[config.mk]
export PLATFORM = sky130hd
export DESIGN_NAME = serial_add_seq
export DESIGN_NICKNAME = d
export VERILOG_FILES = /design/src/rtl/serial_add_seq.sv
export SDC_FILE = /design/constraint.sdc
export NUM_CORES = 1
export LEC_CHECK = 0
export CORE_ASPECT_RATIO = 1.4
export CORE_UTILIZATION = 49
export CTS_CLUSTER_SIZE = 12
export DETAILED_ROUTE_END_ITERATION = 8
export GPL_ROUTABILITY_DRIVEN = 0
export PLACE_DENSITY = 0.78
export SLEW_MARGIN = 20
export SYNTH_ARGS = -nofsm -noshare
export SYNTH_HDL_FRONTEND = slang
export SYNTH_SLANG_ARGS = --single-unit
[constraint.sdc]
create_clock -name CLK -period 2.4 [get_ports CLK]
set_clock_uncertainty 0.2 [all_clocks]
set_input_delay 0.6 -clock CLK [delete_from_list [all_inputs] [get_ports CLK]]
set_output_delay 0.6 -clock CLK [all_outputs]
set_load 0.005 [all_outputs]
[src/rtl/serial_add_seq.sv]
// serial_add_seq: bit-serial adder sequencer driving one shared external half adder.
// Latency: 2*WIDTH cycles from the accept edge to out_valid, since each bit takes two half-adder passes, LSB first.
// Backpressure: in_ready only in IDLE; the result is held in DONE until out_ready, then the block returns to IDLE.
// Optional feature macro: SERIAL_ADD_SUB_EN (sub=1 selects A-B via ~B plus carry-in 1).
// Ports: CLK/RST_N (async active-low); in_valid/in_ready/a_in/b_in/sub (operand handshake);
//        out_valid/out_ready/sum_out/cout_out (result handshake); ha_a/ha_b/ha_s/ha_c (shared half adder).
module serial_add_seq #(
  parameter int WIDTH = 4
) (
  input  logic             CLK,
  input  logic             RST_N,
  input  logic             in_valid,
  output logic             in_ready,
  input  logic [WIDTH-1:0] a_in,
  input  logic [WIDTH-1:0] b_in,
  input  logic             sub,
  output logic             out_valid,
  input  logic             out_ready,
  output logic [WIDTH-1:0] sum_out,
  output logic             cout_out,
  output logic             ha_a,
  output logic             ha_b,
  input  logic             ha_s,
  input  logic             ha_c
);

  localparam int IDX_W = (WIDTH > 1) ? $clog2(WIDTH) : 1;
  localparam logic [IDX_W-1:0] LAST_IDX = IDX_W'(WIDTH - 1);

  localparam logic [1:0] IDLE = 2'd0;
  localparam logic [1:0] PH0  = 2'd1;
  localparam logic [1:0] PH1  = 2'd2;
  localparam logic [1:0] DONE = 2'd3;

  logic [1:0]       state;
  logic [IDX_W-1:0] idx;
  logic             carry;
  logic             s1;
  logic             c1;
  logic [WIDTH-1:0] opa;
  logic [WIDTH-1:0] opb;

  // Operand B and carry-in as seen by the adder once accepted.
  logic [WIDTH-1:0] opb_next;
  logic             cin_next;

`ifdef SERIAL_ADD_SUB_EN
  assign opb_next = sub ? ~b_in : b_in;
  assign cin_next = sub;
`else
  // sub is kept on the port for pin compatibility but has no function here.
  logic sub_unused;
  assign sub_unused = sub;
  assign opb_next   = b_in;
  assign cin_next   = 1'b0;
`endif

  assign in_ready  = (state == IDLE);
  assign out_valid = (state == DONE);

  // PH0 adds the two operand bits; PH1 folds the running carry into that partial sum.
  always_comb begin
    ha_a = 1'b0;
    ha_b = 1'b0;
    case (state)
      PH0: begin
        ha_a = opa[idx];
        ha_b = opb[idx];
      end
      PH1: begin
        ha_a = s1;
        ha_b = carry;
      end
      default: begin
        ha_a = 1'b0;
        ha_b = 1'b0;
      end
    endcase
  end

  always_ff @(posedge CLK or negedge RST_N) begin
    if (!RST_N) begin
      state    <= IDLE;
      idx      <= '0;
      carry    <= 1'b0;
      s1       <= 1'b0;
      c1       <= 1'b0;
      opa      <= '0;
      opb      <= '0;
      sum_out  <= '0;
      cout_out <= 1'b0;
    end else begin
      case (state)
        IDLE: begin
          if (in_valid) begin
            opa     <= a_in;
            opb     <= opb_next;
            carry   <= cin_next;
            idx     <= '0;
            sum_out <= '0;
            state   <= PH0;
          end
        end
        PH0: begin
          s1    <= ha_s;
          c1    <= ha_c;
          state <= PH1;
        end
        PH1: begin
          sum_out[idx] <= ha_s;
          // At most one of c1 and ha_c can be set, so OR is the full-adder carry.
          carry        <= c1 | ha_c;
          if (idx == LAST_IDX) begin
            cout_out <= c1 | ha_c;
            state    <= DONE;
          end else begin
            idx   <= idx + 1'b1;
            state <= PH0;
          end
        end
        DONE: begin
          if (out_ready) begin
            state <= IDLE;
          end
        end
        default: state <= IDLE;
      endcase
    end
  end

endmodule

; Word-level counts from Yosys, hierarchy flattened
; Index checks and enable logic that the tools add are counted.
; W data, S select, Z words.
[word_totals]
rom_bits = 0
reg_bits = 20
n_memories = 0
latch_bits = 0
ram_bits = 0
[classes]
shifts = 0
muxes = 20
n_eq_ne = 7
n_reduce_logical = 8
n_mul = 0
n_addsub = 1
div_mod_pow = 0
bitwise = 1
order_cmp = 2
[ops]
columns = op, count
row1 = $mux W2, 5
row2 = $pmux W2 S4, 1
row3 = $pmux W4 S2, 1
row4 = $reduce_and A2 Y1, 4
row5 = $eq A2 B2 Y1 const B, 3
row6 = $pmux W1 S2, 3
row7 = $bmux W1 S2, 2
row8 = $bwmux W4, 1
row9 = $mux W1, 4
row10 = $mux W4, 1
row11 = $ne A2 B2 Y1 const B, 2
row12 = $pmux W2 S2, 1
row13 = $lt A2 B3 Y1 const B, 1
row14 = $reduce_and A3 Y1, 1
row15 = $add A2 B1 Y2 const B, 1
row16 = $demux W1 S2, 1
row17 = $eq A2 B1 Y1 const B, 1
row18 = $ge A2 B1 Y1 const B, 1
row19 = $logic_not A2 Y1, 1
row20 = $ne A2 B1 Y1 const B, 1
row21 = $reduce_bool A2 Y1, 1
row22 = $logic_and A1 B1 Y1, 1
row23 = $or A1 B1 Y1, 1

; Depth between registers and ports, before layout
[depth]
depth_word = 6
depth_mapped = 6
depth_no_buf = 5

; Worst setup path after synthesis
; Ideal clock, no wire load.
[synth_timing]
path_type = register to output
startpoint = reg state[0]
endpoint = out ha_a
slack_ns = 0.351
stages_incl_launch_ff = 6
arrival_time_ns = 1.249
cell_sequence = dfrtp_1 > inv_1 > ha_1 > nand2_1 > nor3_1 > a311o_1
[synth_via]
elab_chain_cells = 2
word_cells_on_any_way = 3
[synth_lines]
columns = item, line_no
row1 = "start, declared", 35  ; logic [1:0] state;
row2 = "start signal, assigned", 83  ; state <= IDLE;
row3 = "start signal, assigned", 101  ; state <= PH0;
row4 = "start signal, assigned", 107  ; state <= PH1;
row5 = $eq A2 B2 Y1 or $eq A2 B1 Y1 (tied branches), 65  ; case (state)
row6 = $pmux W1 S2 *, 65
row7 = "end, declared", 21  ; output logic ha_a,
; Mark *: on every way between the ends. The rest lies on a longest branch, timed or not.

; Worst setup path in the final report
; Ends and elaborated chain as after synthesis.

==> reports/qor.yml <==
outcome: "finished with violations"
violations: "setup timing"
synthesis.nets: 116
synth-async-reset-ratio: 1.00
share_comb_of_total_power: 0.560
clk_latency_ns: 0.30
leakagePower_nw: 0.636
cts_hold_buffers: 0
worstMarginPinSlew_ns: 0.269
p_int_w: 0.00110
relSlewSlack: 0.816
firstDrtPassIters: 4
synth_cells: 92
drv_slew: 0
period_minus_slack_ns: 2.41
crit_path_end_kind: "primary output"
path_clk_slew_ns: 0.11
synth_edf_count: 0
root_buffer: "clkbuf_4"
dp_slack_ns: -0.0991
crit_required_ns: 1.60
finalWorstSetupSlack_ns: -0.0118
path_max_fanout: 3
switching_share: 0.366
crit_type: "reg -> out"
fin_nets: 149
drc: 0
grt_antenna_before_repair: 0
p_switching_w: 0.000637
hp-class: "reg -> reg"
syn_area_mm2: 0.00109
drv_cap: 0
overflow: 0
yosysWarnings: 0
antenna_cells: 0
core_area_mm2: 0.00202
wl_per_cell_um: 14.7
numClockSinks: 20
grt_pass1_vias: 845
clockPowerShare: 0.090
cellPowerDensity_mw_per_mm2: 1220
ys_ff_latch: 20
vias: 795
grt_max_degree: 21
fmax_mhz: 415
rsz0062_at_grt: "true"
antenna_left: 0
die_w_um: 41.8
grt_use_total: 0.192
port_buffers: 22
grt_pass1_wl_mm: 3.51
fp.dieArea_mm2: 0.00242
critical_path.startpoint_type: "register"
placed_cell_area_mm2: 0.00138
drt_iter0_drc: 7
die_h_um: 57.8
area_growth_pct: 31.3
drive_gt1_frac: 0.309
placementRows: 19
post-route-period-util: 1.00
crit_arrival_ns: 1.61
cts_tree: "built"
viasPerCell: 5.52
synth.distinct_cells: 28
io_pins: 24
setup_tns_ns: -0.0145
cts_setup_buffers: 0
ir_worst_vdd_v: 0.000732
htree_levels: 1
synth_seq_area_share: 0.460
hpwl_mm: 1.61
cts_buffer_depth: 2
fin_area_mm2: 0.00143
ys.flop_type: "dfrtp_1"
avgSynthCellArea_um2: 11.8
p_total_w: 0.00174
initial_utilization: 0.539
pwr-share-seq: 0.349
setup_viol: 2
final_util: 0.707
hold_viol_final: 0
numCtsBuffers: 3
totalWireLength_mm: 2.12
==> sequential cells by signal, summed over array words and instances (netlist names) <==
name,cells
sum_out,4
idx,2
carry,1
s1,1
opa,4
opb,4
c1,1
cout_out,1
state,2
==> power by group through the flow <==
stage	Clock, W	Sequential, W	Combinational [W]
final	0.000157	0.000607	0.000974
after global routing	0.000173	0.000625	0.00107
after CTS	0.000161	0.000605	0.000972
after detailed placement	0	0.000608	0.000918
after global placement	0	0.000596	0.000887
after floorplan	0	0.000587	0.000582
==> cell usage in the layout, fill, tap and decap left out, types with 3 or more instances in the layout <==
master / instances
buf_4: 8
clkbuf_4: 3
clkdlybuf4s50_1: 20
dfrtp_1: 20
ha_1: 7
inv_1: 3
mux2_2: 10
mux2i_1: 7
nand2_1: 6
nor2_1: 4
o21ai_0: 3
==> critical path, cell delays in order (launching register included) <==
cell     delay, ns
dfrtp_1       0.44
buf_6         0.15
ha_4          0.16
nand3_2       0.07
nor2_1        0.04
a311o_1       0.31
buf_2         0.13
==> metrics by stage <==
| stage | std cells | hold WS, ns |
|---|---|---|
| floorplan | 92 | 0.104 |
| global placement | 141 | 0.264 |
| detailed placement | 141 | 0.291 |
| CTS | 144 | 0.314 |
| global route | 144 | 0.329 |
| finish | 144 | 0.307 |
==> cell usage after synthesis, types with 2 or more instances <==
cell type	n	area (um^2)
dfrtp_1	20	500
mux2_2	10	113
ha_1	9	113
mux2i_1	7	70.1
nand2_1	7	26.3
inv_1	5	18.8
nor2_1	4	15.0
o21ai_0	3	15.0
a21oi_1	2	10.0
a22o_2	2	20.0
a311o_1	2	20.0
a31oi_1	2	12.5
buf_6	2	22.5
nand3_1	2	10.0
nor3_1	2	10.0
==> worst paths after layout <==
path                            cells past startpoint  slack [ns]          to       start
worst max register to register                      7        0.60  sum_out[1]    state[0]
worst max-delay path                                6       -0.01        ha_a    state[0]
min in group asynchronous                           2        0.42    state[0]       RST_N
worst min register to register                      1        0.31  sum_out[2]  sum_out[2]
worst min-delay path                                1        0.31  sum_out[2]  sum_out[2]
max in group asynchronous                           2        1.36      idx[0]       RST_N
==> final cells by class <==
class                           count  area (um^2)
Clock buffer                        3         22.5
Fill cell                         165          592
Inverter                            5         18.8
Multi-Input combinational cell     64          579
Sequential cell                    20          500
Tap cell                           21         26.3
Timing Repair Buffer               31          282
==> layer usage <==
layer	vias up	track usage	share of wire
li1	391	-	-
met1	375	0.213	0.40
met2	23	0.355	0.53
met3	6	0.0343	0.047
met4	0	0.0829	0.020
met5	-	0	0
==> cell families after synthesis <==
kind of cell,share of synthesized area
adder cells (fa/ha/maj),0.103
multiplexers,0.182
AND/OR/NAND/NOR,0.109
AO/OA/AOI/OAI,0.103
buffers and inverters,0.0425
flip-flops,0.460
==> what timing repair did <==
action | in CTS | in global routing
pin swaps | 6 | 0
setup endpoints to repair | 2 | 2
resized for setup | 16 | 1
Note: power is estimated with default switching activity, not from simulation.
